### src/rtl/buscaminas_pkg.sv
`default_nettype none
// ============================================================================
// Module      : buscaminas_pkg
// Description : Shared types and constants for the Buscaminas game controller.
//               Holds the FSM state encoding, the pending action kind and the
//               bit layout of a board RAM cell word {flag, revealed, mine}.
// Revision    : 1.0 - initial release
// ============================================================================
package buscaminas_pkg;

  typedef enum logic [2:0] {
    IDLE  = 3'd0,
    PLAY  = 3'd1,
    READ  = 3'd2,
    CHECK = 3'd3,
    WIN   = 3'd4,
    LOSE  = 3'd5
  } state_t;

  typedef enum logic {
    ACT_REVEAL = 1'b0,
    ACT_FLAG   = 1'b1
  } action_t;

  localparam int CELL_W    = 3;
  localparam int CELL_MINE = 0;
  localparam int CELL_REV  = 1;
  localparam int CELL_FLAG = 2;

endpackage
`default_nettype wire

### src/rtl/turn_timer.sv
`default_nettype none
// ============================================================================
// Module      : turn_timer
// Description : Counts idle cycles of a turn. expired is asserted in the
//               enabled cycle that would be the TURN_CYCLES-th idle cycle.
//               With TURN_CYCLES == 0 the timer is removed and never expires.
// Ports       : clk, rst (async, active-high)
//               clear   - restart the count (has priority over enable)
//               enable  - count this cycle
//               expired - combinational, enable && count == TURN_CYCLES-1
// Revision    : 1.0 - initial release
// ============================================================================
module turn_timer #(
  parameter int TURN_CYCLES = 0
) (
  input  logic clk,
  input  logic rst,
  input  logic clear,
  input  logic enable,
  output logic expired
);

  generate
    if (TURN_CYCLES > 0) begin : g_timer
      localparam int W = $clog2(TURN_CYCLES + 1);
      logic [W-1:0] count;

      always_ff @(posedge clk or posedge rst) begin
        if (rst) begin
          count <= '0;
        end else if (clear) begin
          count <= '0;
        end else if (enable) begin
          count <= count + 1'b1;
        end
      end

      assign expired = enable && (count == W'(TURN_CYCLES - 1));
    end else begin : g_off
      logic unused_inputs;
      assign unused_inputs = ^{clk, rst, clear, enable};
      assign expired       = 1'b0;
    end
  endgenerate

endmodule
`default_nettype wire

### src/rtl/buscaminas_game_ctrl.sv
`default_nettype none
// ============================================================================
// Module      : buscaminas_game_ctrl
// Description : Buscaminas game controller for a ROWS x COLS board. Owns the
//               cursor, turn timeout, revealed-cell count and win/lose
//               decisions; reads/updates cells in an external 1-cycle RAM.
// Ports       : clk, rst (async, active-high)
//               start, mines_cfg            - game start / board mine count
//               btn_up/down/left/right      - cursor move pulses
//               btn_reveal, btn_flag        - cell action pulses
//               cell_addr                   - cursor address (row*COLS+col)
//               cell_rd_data                - {flag,revealed,mine}, 1-cycle latency
//               cell_wr_en, cell_wr_data    - cell update strobe and word
//               cursor_row, cursor_col      - cursor position
//               revealed_cnt                - safe cells revealed this game
//               idle, win, lose, timeout    - status
//               cfg_err                     - rejected start pulse
// Revision    : 1.0 - initial release
// ============================================================================
module buscaminas_game_ctrl
  import buscaminas_pkg::*;
#(
  parameter int ROWS        = 8,
  parameter int COLS        = 8,
  parameter int TURN_CYCLES = 0,
  parameter int ADDR_W      = $clog2(ROWS * COLS),
  parameter int CNT_W       = $clog2(ROWS * COLS + 1)
) (
  input  logic                     clk,
  input  logic                     rst,
  input  logic                     start,
  input  logic [CNT_W-1:0]         mines_cfg,
  input  logic                     btn_up,
  input  logic                     btn_down,
  input  logic                     btn_left,
  input  logic                     btn_right,
  input  logic                     btn_reveal,
  input  logic                     btn_flag,
  output logic [ADDR_W-1:0]        cell_addr,
  input  logic [CELL_W-1:0]        cell_rd_data,
  output logic                     cell_wr_en,
  output logic [CELL_W-1:0]        cell_wr_data,
  output logic [$clog2(ROWS)-1:0]  cursor_row,
  output logic [$clog2(COLS)-1:0]  cursor_col,
  output logic [CNT_W-1:0]         revealed_cnt,
  output logic                     idle,
  output logic                     win,
  output logic                     lose,
  output logic                     timeout,
  output logic                     cfg_err
);

  localparam int ROW_W = $clog2(ROWS);
  localparam int COL_W = $clog2(COLS);

  localparam logic [2:0] ST_IDLE  = IDLE;
  localparam logic [2:0] ST_PLAY  = PLAY;
  localparam logic [2:0] ST_READ  = READ;
  localparam logic [2:0] ST_CHECK = CHECK;
  localparam logic [2:0] ST_WIN   = WIN;
  localparam logic [2:0] ST_LOSE  = LOSE;

  logic [2:0]       state;
  action_t          action;
  logic [CNT_W-1:0] safe_cnt;
  logic [CNT_W-1:0] next_cnt;
  logic             cfg_ok;
  logic             play_act;
  logic             tmr_clear;
  logic             tmr_en;
  logic             tmr_expired;
  logic             reveal_ok;

  assign cell_addr = ADDR_W'(cursor_row) * ADDR_W'(COLS) + ADDR_W'(cursor_col);
  assign idle      = (state == ST_IDLE);
  assign cfg_ok    = (mines_cfg != '0) && (mines_cfg < CNT_W'(ROWS * COLS));
  assign next_cnt  = revealed_cnt + 1'b1;
  assign play_act  = (state == ST_PLAY) &&
                     (btn_reveal || btn_flag || btn_up || btn_down || btn_left || btn_right);

  // The timer only runs on idle PLAY cycles; READ/CHECK neither count nor clear.
  assign tmr_clear = (state == ST_IDLE && start && cfg_ok) || play_act;
  assign tmr_en    = (state == ST_PLAY) && !play_act;

  turn_timer #(
    .TURN_CYCLES (TURN_CYCLES)
  ) u_turn_timer (
    .clk     (clk),
    .rst     (rst),
    .clear   (tmr_clear),
    .enable  (tmr_en),
    .expired (tmr_expired)
  );

  // A reveal only takes effect on a hidden, unflagged cell.
  assign reveal_ok = !cell_rd_data[CELL_FLAG] && !cell_rd_data[CELL_REV];

  // The write is combinational in CHECK so that an asynchronous reset taken
  // during CHECK kills the strobe in the same cycle.
  always_comb begin
    cell_wr_en   = 1'b0;
    cell_wr_data = cell_rd_data;
    if (state == ST_CHECK) begin
      if (action == ACT_REVEAL) begin
        if (reveal_ok) begin
          cell_wr_en             = 1'b1;
          cell_wr_data[CELL_REV] = 1'b1;
        end
      end else if (!cell_rd_data[CELL_REV]) begin
        cell_wr_en              = 1'b1;
        cell_wr_data[CELL_FLAG] = ~cell_rd_data[CELL_FLAG];
      end
    end
  end

  always_ff @(posedge clk or posedge rst) begin
    if (rst) begin
      state        <= ST_IDLE;
      action       <= ACT_REVEAL;
      safe_cnt     <= '0;
      revealed_cnt <= '0;
      cursor_row   <= '0;
      cursor_col   <= '0;
      win          <= 1'b0;
      lose         <= 1'b0;
      timeout      <= 1'b0;
      cfg_err      <= 1'b0;
    end else begin
      cfg_err <= 1'b0;
      case (state)
        ST_IDLE: begin
          if (start) begin
            if (cfg_ok) begin
              state        <= ST_PLAY;
              safe_cnt     <= CNT_W'(ROWS * COLS) - mines_cfg;
              revealed_cnt <= '0;
              cursor_row   <= '0;
              cursor_col   <= '0;
            end else begin
              cfg_err <= 1'b1;
            end
          end
        end
        ST_PLAY: begin
          if (btn_reveal) begin
            action <= ACT_REVEAL;
            state  <= ST_READ;
          end else if (btn_flag) begin
            action <= ACT_FLAG;
            state  <= ST_READ;
          end else if (btn_up) begin
            cursor_row <= (cursor_row == '0) ? ROW_W'(ROWS - 1) : cursor_row - 1'b1;
          end else if (btn_down) begin
            cursor_row <= (cursor_row == ROW_W'(ROWS - 1)) ? '0 : cursor_row + 1'b1;
          end else if (btn_left) begin
            cursor_col <= (cursor_col == '0) ? COL_W'(COLS - 1) : cursor_col - 1'b1;
          end else if (btn_right) begin
            cursor_col <= (cursor_col == COL_W'(COLS - 1)) ? '0 : cursor_col + 1'b1;
          end else if (tmr_expired) begin
            state   <= ST_LOSE;
            lose    <= 1'b1;
            timeout <= 1'b1;
          end
        end
        ST_READ: begin
          state <= ST_CHECK;
        end
        ST_CHECK: begin
          state <= ST_PLAY;
          if (action == ACT_REVEAL && reveal_ok) begin
            if (cell_rd_data[CELL_MINE]) begin
              state <= ST_LOSE;
              lose  <= 1'b1;
            end else begin
              revealed_cnt <= next_cnt;
              if (next_cnt == safe_cnt) begin
                state <= ST_WIN;
                win   <= 1'b1;
              end
            end
          end
        end
        ST_WIN, ST_LOSE: begin
          if (start) begin
            state   <= ST_IDLE;
            win     <= 1'b0;
            lose    <= 1'b0;
            timeout <= 1'b0;
          end
        end
        default: begin
          state <= ST_IDLE;
        end
      endcase
    end
  end

endmodule
`default_nettype wire

### config.mk
export PLATFORM = sky130hd
export DESIGN_NAME = buscaminas_game_ctrl
export DESIGN_NICKNAME = d
export VERILOG_FILES = /design/src/rtl/buscaminas_pkg.sv /design/src/rtl/turn_timer.sv /design/src/rtl/buscaminas_game_ctrl.sv
export SDC_FILE = /design/constraint.sdc
export NUM_CORES = 1
export LEC_CHECK = 0
export BUFFER_PORTS_ARGS = -buffer_cell sky130_fd_sc_hd__buf_4
export CORE_MARGIN = 1.5
export CORE_UTILIZATION = 40
export DETAILED_ROUTE_END_ITERATION = 10
export GPL_TIMING_DRIVEN = 0
export PLACE_DENSITY_LB_ADDON = 0.15
export SLEW_MARGIN = 20
export SYNTH_ARGS = -nofsm -noshare
export SYNTH_HDL_FRONTEND = slang
export SYNTH_SLANG_ARGS = --single-unit
### constraint.sdc
create_clock -name clk -period 3.7 [get_ports clk]
set_clock_uncertainty 0.2 [all_clocks]
set_input_delay 0.555 -clock clk [delete_from_list [all_inputs] [get_ports clk]]
set_output_delay 0.555 -clock clk [all_outputs]
set_load 0.01 [all_outputs]
==> out/qor.yml, run 1 <==
post-cts-setup-buffer-count: 0
final.setup.tns_ps: 0
crit_required_ps: 2940
syn_inst: 219
drt_iter0_drc: 98
ys.flop_type: "dfrtp_1"
routed_wl_mm: 4.16
pwr_density_cell_mw_per_mm2: 586
final_core_util: 0.512
hpwl_mm: 3.23
gr-total-overflow: 0
grt_pass1_vias: 1508
leakagePower_nw: 1.12
clock_sinks: 27
worstSetupEndpointType: "output port"
grtUsageTotal: 0.170
place.gp.congestion: 0.842
synth_fp_nets: 250
crit_path_frequent_cell: "clkbuf_1"
final_layout_size_suffix_gt1_frac: 0.280
ant_nets: 0
reg2regPathDepth: 6
p_total_w: 0.00142
synth_area_per_cell_um2: 8.91
fin_crit_sh: 0.695
rsz0062_at_grt: "no"
worst-path-buf-inv: 3
cts_buffers: 3
ir_worst_vdd_mv: 0.335
grt_max_degree: 28
synth.cell_area_mm2: 0.00195
route.detailed.drc: 0
yosysWarnings: 0
hold_violations: 0
timing.fmax_ghz: 0.389
die-area_mm2: 0.00531
fin_nets: 300
io_buffers: 45
synth-seq-cells: 27
multi_input_area_mm2: 0.00112
antenna_found_initial: 0
crit_arrival_ps: 1820
htreeDepth: 1
grt_pass1_wl_mm: 7.02
worstPathMaxFanout: 10
rows: 25
root_buffer: "clkbuf_8"
start_util: 0.413
critPathMaxStageDelay_ps: 360
wire_per_inst_um: 12.4
path_delay_family: "buffers and inverters"
synth_edf_count: 0
synthArstFlopShare: 1.00
vias_per_cell: 5.10
setup_violations: 0
ioPinCount: 47
cts_hold_buffers: 0
dr.pass1.iters: 4
ys_types: 53
fillCellCount: 475
relSlewSlack: 0.609
tritoncts: "built"
antenna_cells: 0
worst_slew_pin_slew_ps: 586
crit_path_start_kind: "register"
coreArea_mm2: 0.00472
clock_latency_ps: 270
cpMaxStageDelayCell: "dfrtp_1"
status: "finished clean"
area_delta_synth_final_pct: 23.9
chipHeight_um: 72.9
postCtsResizedCells: 0
finalCriticalPeriod_ps: 2570
die_x_um: 72.9
cp_cell_sequence: "clkbuf_1 -> nand3b_1 -> clkbuf_1 -> o21ai_0 -> o31ai_1 -> buf_4"
cts_buffer_depth: 2
maxSlewViolCount: 0
path_depth: 6
crit_type: "reg -> out"
num_vias: 1709
hp-class: "in -> async"
seq_area_frac_synth: 0.346
seqCellArea_um2: 676
max-cap-violations: 0
clk_pin_slew_ps: 90
==> worst paths after layout <==
check	to	slack (ps)	from
worst max-delay path	cell_wr_data[1]	1130	state[1]$_DFFE_PP0P_
worst min-delay path	cursor_row[2]$_DFFE_PP0P_	140	rst
worst max register to register	state[2]$_DFFE_PP0P_	1420	revealed_cnt[0]$_DFFE_PP0P_
worst min register to register	safe_cnt[0]$_DFFE_PP0P_	310	safe_cnt[0]$_DFFE_PP0P_
max in group asynchronous	revealed_cnt[5]$_DFFE_PP0P_	2770	rst
min in group clk	action$_DFFE_PP0P_	260	btn_reveal
==> placed cells by master, fill, tap and decap left out, types with 2 or more instances in the layout <==
cell,instances
a21oi_1,17
a31oi_1,3
buf_4,54
clkbuf_1,6
clkbuf_8,4
dfrtp_1,27
ha_1,12
inv_1,12
mux2_2,2
mux2_4,2
mux2i_1,3
nand2_1,20
nand2b_1,4
nand3_1,4
nand3b_1,3
nand4_1,2
nor2_1,13
nor2b_1,2
nor3_1,7
nor3b_1,3
o21ai_0,16
o21ai_1,4
o31ai_1,7
o41ai_1,2
or3_1,2
xnor2_1,7
xor2_1,3
==> layout make-up <==
| type | count | share of cell area |
|---|---|---|
| clock buffer | 4 | 0.0186 |
| sequential | 27 | 0.279 |
| timing repair buffer | 45 | 0.140 |
| tap | 67 | 0.0347 |
| multi-input combinational | 163 | 0.461 |
| buffer | 16 | 0.0460 |
| inverter | 13 | 0.0202 |
==> report_power, final <==
group | switching [W] | total, W | internal (W) | leakage [nW]
sequential | 0.000112 | 0.000498 | 0.000386 | 0.354
clock | 0.0000934 | 0.000171 | 0.0000772 | 0.0228
combinational | 0.000361 | 0.000749 | 0.000388 | 0.747
==> cell families (layout without fill, tap and decap cells) <==
logic type / count (synthesis) / after routing / synth area share
simple gates: 73 / 73 / 0.203
compound gates: 60 / 60 / 0.203
buf+inv: 29 / 78 / 0.0820
mux: 7 / 7 / 0.0423
xor+xnor: 10 / 10 / 0.0449
other cells: 1 / 1 / 0.00192
fa+ha+maj: 12 / 12 / 0.0769
flops: 27 / 27 / 0.346
==> layer usage <==
layer | part of all wire | global-route usage | vias up
met2 | 0.47 | 0.271 | 42
met5 | 0 | 0 | -
li1 | - | - | 875
met4 | 0.011 | 0.0503 | 0
met1 | 0.48 | 0.244 | 788
met3 | 0.040 | 0.0166 | 4
==> cell usage after synthesis (2+ instances only) <==
| cell type | instances | area share |
|---|---|---|
| clkbuf_1 | 5 | 0.0096 |
| nand4_1 | 2 | 0.0064 |
| o41ai_1 | 2 | 0.0090 |
| mux2i_1 | 3 | 0.015 |
| a21oi_1 | 17 | 0.044 |
| o21ai_1 | 4 | 0.010 |
| ha_1 | 12 | 0.077 |
| or3_1 | 2 | 0.0064 |
| nor2_1 | 13 | 0.025 |
| o31ai_1 | 7 | 0.027 |
| nor3b_1 | 3 | 0.012 |
| nor3_1 | 7 | 0.018 |
| a31oi_1 | 3 | 0.0096 |
| nand3b_1 | 3 | 0.012 |
| buf_4 | 9 | 0.035 |
| mux2_2 | 2 | 0.012 |
| xnor2_1 | 7 | 0.031 |
| nor2b_1 | 2 | 0.0064 |
| inv_1 | 13 | 0.025 |
| o21ai_0 | 16 | 0.041 |
| nand2_1 | 20 | 0.038 |
| nand2b_1 | 4 | 0.013 |
| nand3_1 | 4 | 0.010 |
| xor2_1 | 3 | 0.013 |
| dfrtp_1 | 27 | 0.35 |
| mux2_4 | 2 | 0.015 |
==> through the flow <==
stage | setup slack (ps) | hold slack, ps | instances | instance area [µm²]
final | 1130 | 139 | 335 | 2420
after global routing | 955 | 188 | 335 | 2420
after CTS | 1110 | 255 | 335 | 2420
after detailed placement | 1180 | 298 | 331 | 2370
after global placement | 1180 | 294 | 331 | 2370
after floorplan | 1470 | 270 | 219 | 1950
==> state kept, by name (all words and copies together) (netlist names) <==
name and flops:
win 1, state 3, cursor_col 3, cfg_err 1, lose 1, action 1
safe_cnt 7, cursor_row 3, revealed_cnt 7
Note: power is estimated with default switching activity, not from simulation.
==> run 2, diff against run 1 <==
Settings changed: ABC_AREA from default to 1.
Clock period 3.7 ns to 2.5 ns, I/O delays scaled along.
==> run 2 against run 1 <==
Routed wire length decreased by 4.6%. Core utilization rose by 0.24 points. Final area rose by 0.47%. Global-route usage fell by 0.88 points. Count of clock-buffer cells in the layout decreased by 1. Total power grew 57%. The flow now finishes with violations (negative hold slack). Setup slack got worse by 960 ps. Critical path type unchanged. Sequential power increased by 49%. Via count grew 2.8%. Largest cell class unchanged.
==> out/qor.yml, run 2 <==
status: "finished with violations"  # was finished clean
violations: "negative hold slack"
clock_latency_ps: 280  # was 270 ps
seq_area_frac_synth: 0.345  # was 0.346
ys.flop_type: "dfrtp_1"  # unchanged
synth-simple-area-share: 0.289  # was 0.203
synthArstFlopShare: 1.00  # unchanged
antenna_found_initial: 0  # unchanged
drt_iter0_drc: 73  # was 98
synth_top_family_by_area: "simple AND/OR/NAND/NOR gates"  # unchanged
ioPinCount: 47  # unchanged
relSlewSlack: 0.610  # was 0.609
route.detailed.drc: 0  # unchanged
grtUsageTotal: 0.161  # was 0.170
max-cap-violations: 0  # unchanged
num_vias: 1757  # was 1709
wire_per_inst_um: 10.4  # was 12.4 µm
clock_sinks: 27  # unchanged
die_x_um: 73.0  # was 72.9 µm
layout_common_cells: "nand2_1 (68), buf_4 (53), inv_1 (38), dfrtp_1 (27), nor2_1 (20)"  # was buf_4 (54), dfrtp_1 (27), nand2_1 (20), a21oi_1 (17), o21ai_0 (16)
postCtsResizedCells: 0  # unchanged
dr.pass1.iters: 4  # unchanged
routed_wl_mm: 3.97  # was 4.16 mm
synth_compound_area_frac: 0.139  # was 0.203
placedCellCount: 376  # was 331
synth-seq-cells: 27  # unchanged
pwr_density_cell_mw_per_mm2: 914  # was 586 mW/mm²
coreArea_mm2: 0.00472  # unchanged
ant_nets: 0  # unchanged
whs_ps: -53.8  # was 139 ps
start_util: 0.415  # was 0.413
grt_pass1_vias: 1598  # was 1508
reg_top3: "revealed_cnt: 7 flops, safe_cnt: 7 flops"  # unchanged
worst_slew_pin_slew_ps: 583  # was 586 ps
crit_required_ps: 1920  # was 2940 ps
syn_inst: 264  # was 219
die-area_mm2: 0.00533  # was 0.00531 mm²
synthAdderAreaFrac: 0.0766  # was 0.0769
cts_hold_buffers: 0  # unchanged
yosysWarnings: 0  # unchanged
synth_top_area_share: 0.345  # was 0.346
synth_fp_nets: 295  # was 250
crit_path_start_kind: "register"  # unchanged
grt_max_degree: 28  # unchanged
synth.most_common_cell: "nand2_1"  # was dfrtp_1
hold_violations: 27  # was 0
post-cts-setup-buffer-count: 0  # unchanged
setup_violations: 0  # unchanged
layout_commonest_cell: "nand2_1"  # was buf_4
leakagePower_nw: 1.26  # was 1.12 nW
vias_per_cell: 4.62  # was 5.10
synth.area.mux_share: 0  # was 0.0423
post_dp_cell_area_mm2: 0.00238  # was 0.00237 mm²
chipHeight_um: 73.0  # was 72.9 µm
synth_edf_count: 0  # unchanged
rsz0062_at_grt: "no"  # unchanged
synth.cell_area_mm2: 0.00196  # was 0.00195 mm²
crit_type: "reg -> out"  # unchanged
cts_buffer_depth: 2  # unchanged
io_buffers: 45  # unchanged
hpwl_mm: 3.16  # was 3.23 mm
fin_nets: 345  # was 300
tritoncts: "built"  # unchanged
finalCriticalPeriod_ps: 2330
synth_xor_area_frac: 0.0358  # was 0.0449
synth_area_per_cell_um2: 7.42  # was 8.91 µm²
root_buffer: "clkbuf_8"  # unchanged
final.setup.tns_ps: 0  # unchanged
worstSetupEndpointType: "output port"  # unchanged
pre_cts_ws_ps: 472  # was 1180 ps
synthTopCellsByArea: "dfrtp_1 (34%), nand2_1 (13%), ha_1 (7.7%)"  # was dfrtp_1 (35%), ha_1 (7.7%), a21oi_1 (4.4%)
fin_crit_sh: 0.931
clk_pin_slew_ps: 110  # was 90 ps
maxSlewViolCount: 0  # unchanged
place.gp.congestion: 0.794  # was 0.842
rows: 25  # unchanged
fillCellCount: 496  # was 475
gr-total-overflow: 0  # unchanged
worstPathMaxFanout: 8  # was 10
area_delta_synth_final_pct: 24.0  # was 23.9%
design_area_mm2: 0.00243  # was 0.00242 mm²
synth_top_area_cell: "dfrtp_1"  # unchanged
stdcell_count: 380  # was 335
synthTopCellsByCount: "nand2_1 (68), inv_1 (39), dfrtp_1 (27)"  # was dfrtp_1 (27), nand2_1 (20), a21oi_1 (17)
grt_pass1_wl_mm: 6.80  # was 7.02 mm
antenna_cells: 0  # unchanged
htreeDepth: 1  # unchanged
ys_types: 33  # was 53
ir_worst_vdd_mv: 0.408  # was 0.335 mV
fin_ws_ps: 171  # was 1130 ps
final_layout_size_suffix_gt1_frac: 0.262  # was 0.280
cts_buffers: 3  # unchanged
crit_arrival_ps: 1750  # was 1820 ps
hp-class: "in -> async"  # unchanged
timing.fmax_ghz: 0.429
## run 2: path summary, 6_finish.rpt
path,startpoint,end,slack (ps),depth (start not counted)
setup / recovery,state[0]$_DFFE_PP0P_,cell_wr_data[1],170,7
hold / removal,rst,state[2]$_DFFE_PP0P_,-50,2
setup reg to reg,revealed_cnt[0]$_DFFE_PP0P_,state[0]$_DFFE_PP0P_,490,14
hold reg to reg,win$_DFFE_PP0P_,win$_DFFE_PP0P_,290,2
max in group asynchronous,rst,state[0]$_DFFE_PP0P_,1760,2
min in group clk,btn_reveal,action$_DFFE_PP0P_,80,2
## run 2: metrics by stage
| step | total power (W) | utilization | hold WS, ps |
|---|---|---|---|
| 2_1_floorplan | 0.00158 | - | 228 |
| 3_3_place_gp | 0.00197 | 0.504 | 266 |
| 3_5_place_dp | 0.00198 | 0.504 | 273 |
| 4_1_cts | 0.00225 | 0.514 | 79.3 |
| 5_1_grt | 0.00243 | 0.514 | 12.9 |
| 6_report | 0.00222 | 0.514 | -53.8 |
## run 2: cell type report
| type | instances | area [µm²] | share of cell area |
|---|---|---|---|
| plain buffers | 9 | 65.1 | 0.0268 |
| clock buffers | 3 | 41.3 | 0.0170 |
| clock inverters | 1 | 7.51 | 0.00309 |
| inverters | 42 | 158 | 0.0649 |
| multi-input cells | 186 | 1060 | 0.437 |
| flip-flops and latches | 27 | 676 | 0.278 |
| well taps | 67 | 83.8 | 0.0345 |
| repair buffers | 45 | 338 | 0.139 |
## run 2: per-layer routing
layer  wire length, µm  GRT usage  share of wire
met1              1870      0.196           0.47
met2              1910      0.282           0.48
met3               152     0.0373          0.038
met4                37     0.0461         0.0093
met5                 0          0              0
## run 2: report_power, final
part | internal [W] | switching (W)
registers | 0.000583 | 0.000160
clock network | 0.000113 | 0.000150
logic | 0.000559 | 0.000653
## run 2: cell families (layout without fill, tap and decap cells)
logic type | after synthesis | after routing
AND/OR/NAND/NOR | 123 | 123
buffers and inverters | 51 | 100
AO/OA/AOI/OAI | 42 | 42
flip-flops | 27 | 27
adder cells (fa/ha/maj) | 12 | 12
XOR/XNOR | 8 | 8
other | 1 | 1
## run 2: worst max-delay path: stages (launching register included)
cell     delay, ps
dfrtp_1        520
nand2_2        100
nor2_4         210
inv_1          110
nor2_1         180
nor2_1          60
a21oi_1        150
buf_4          150
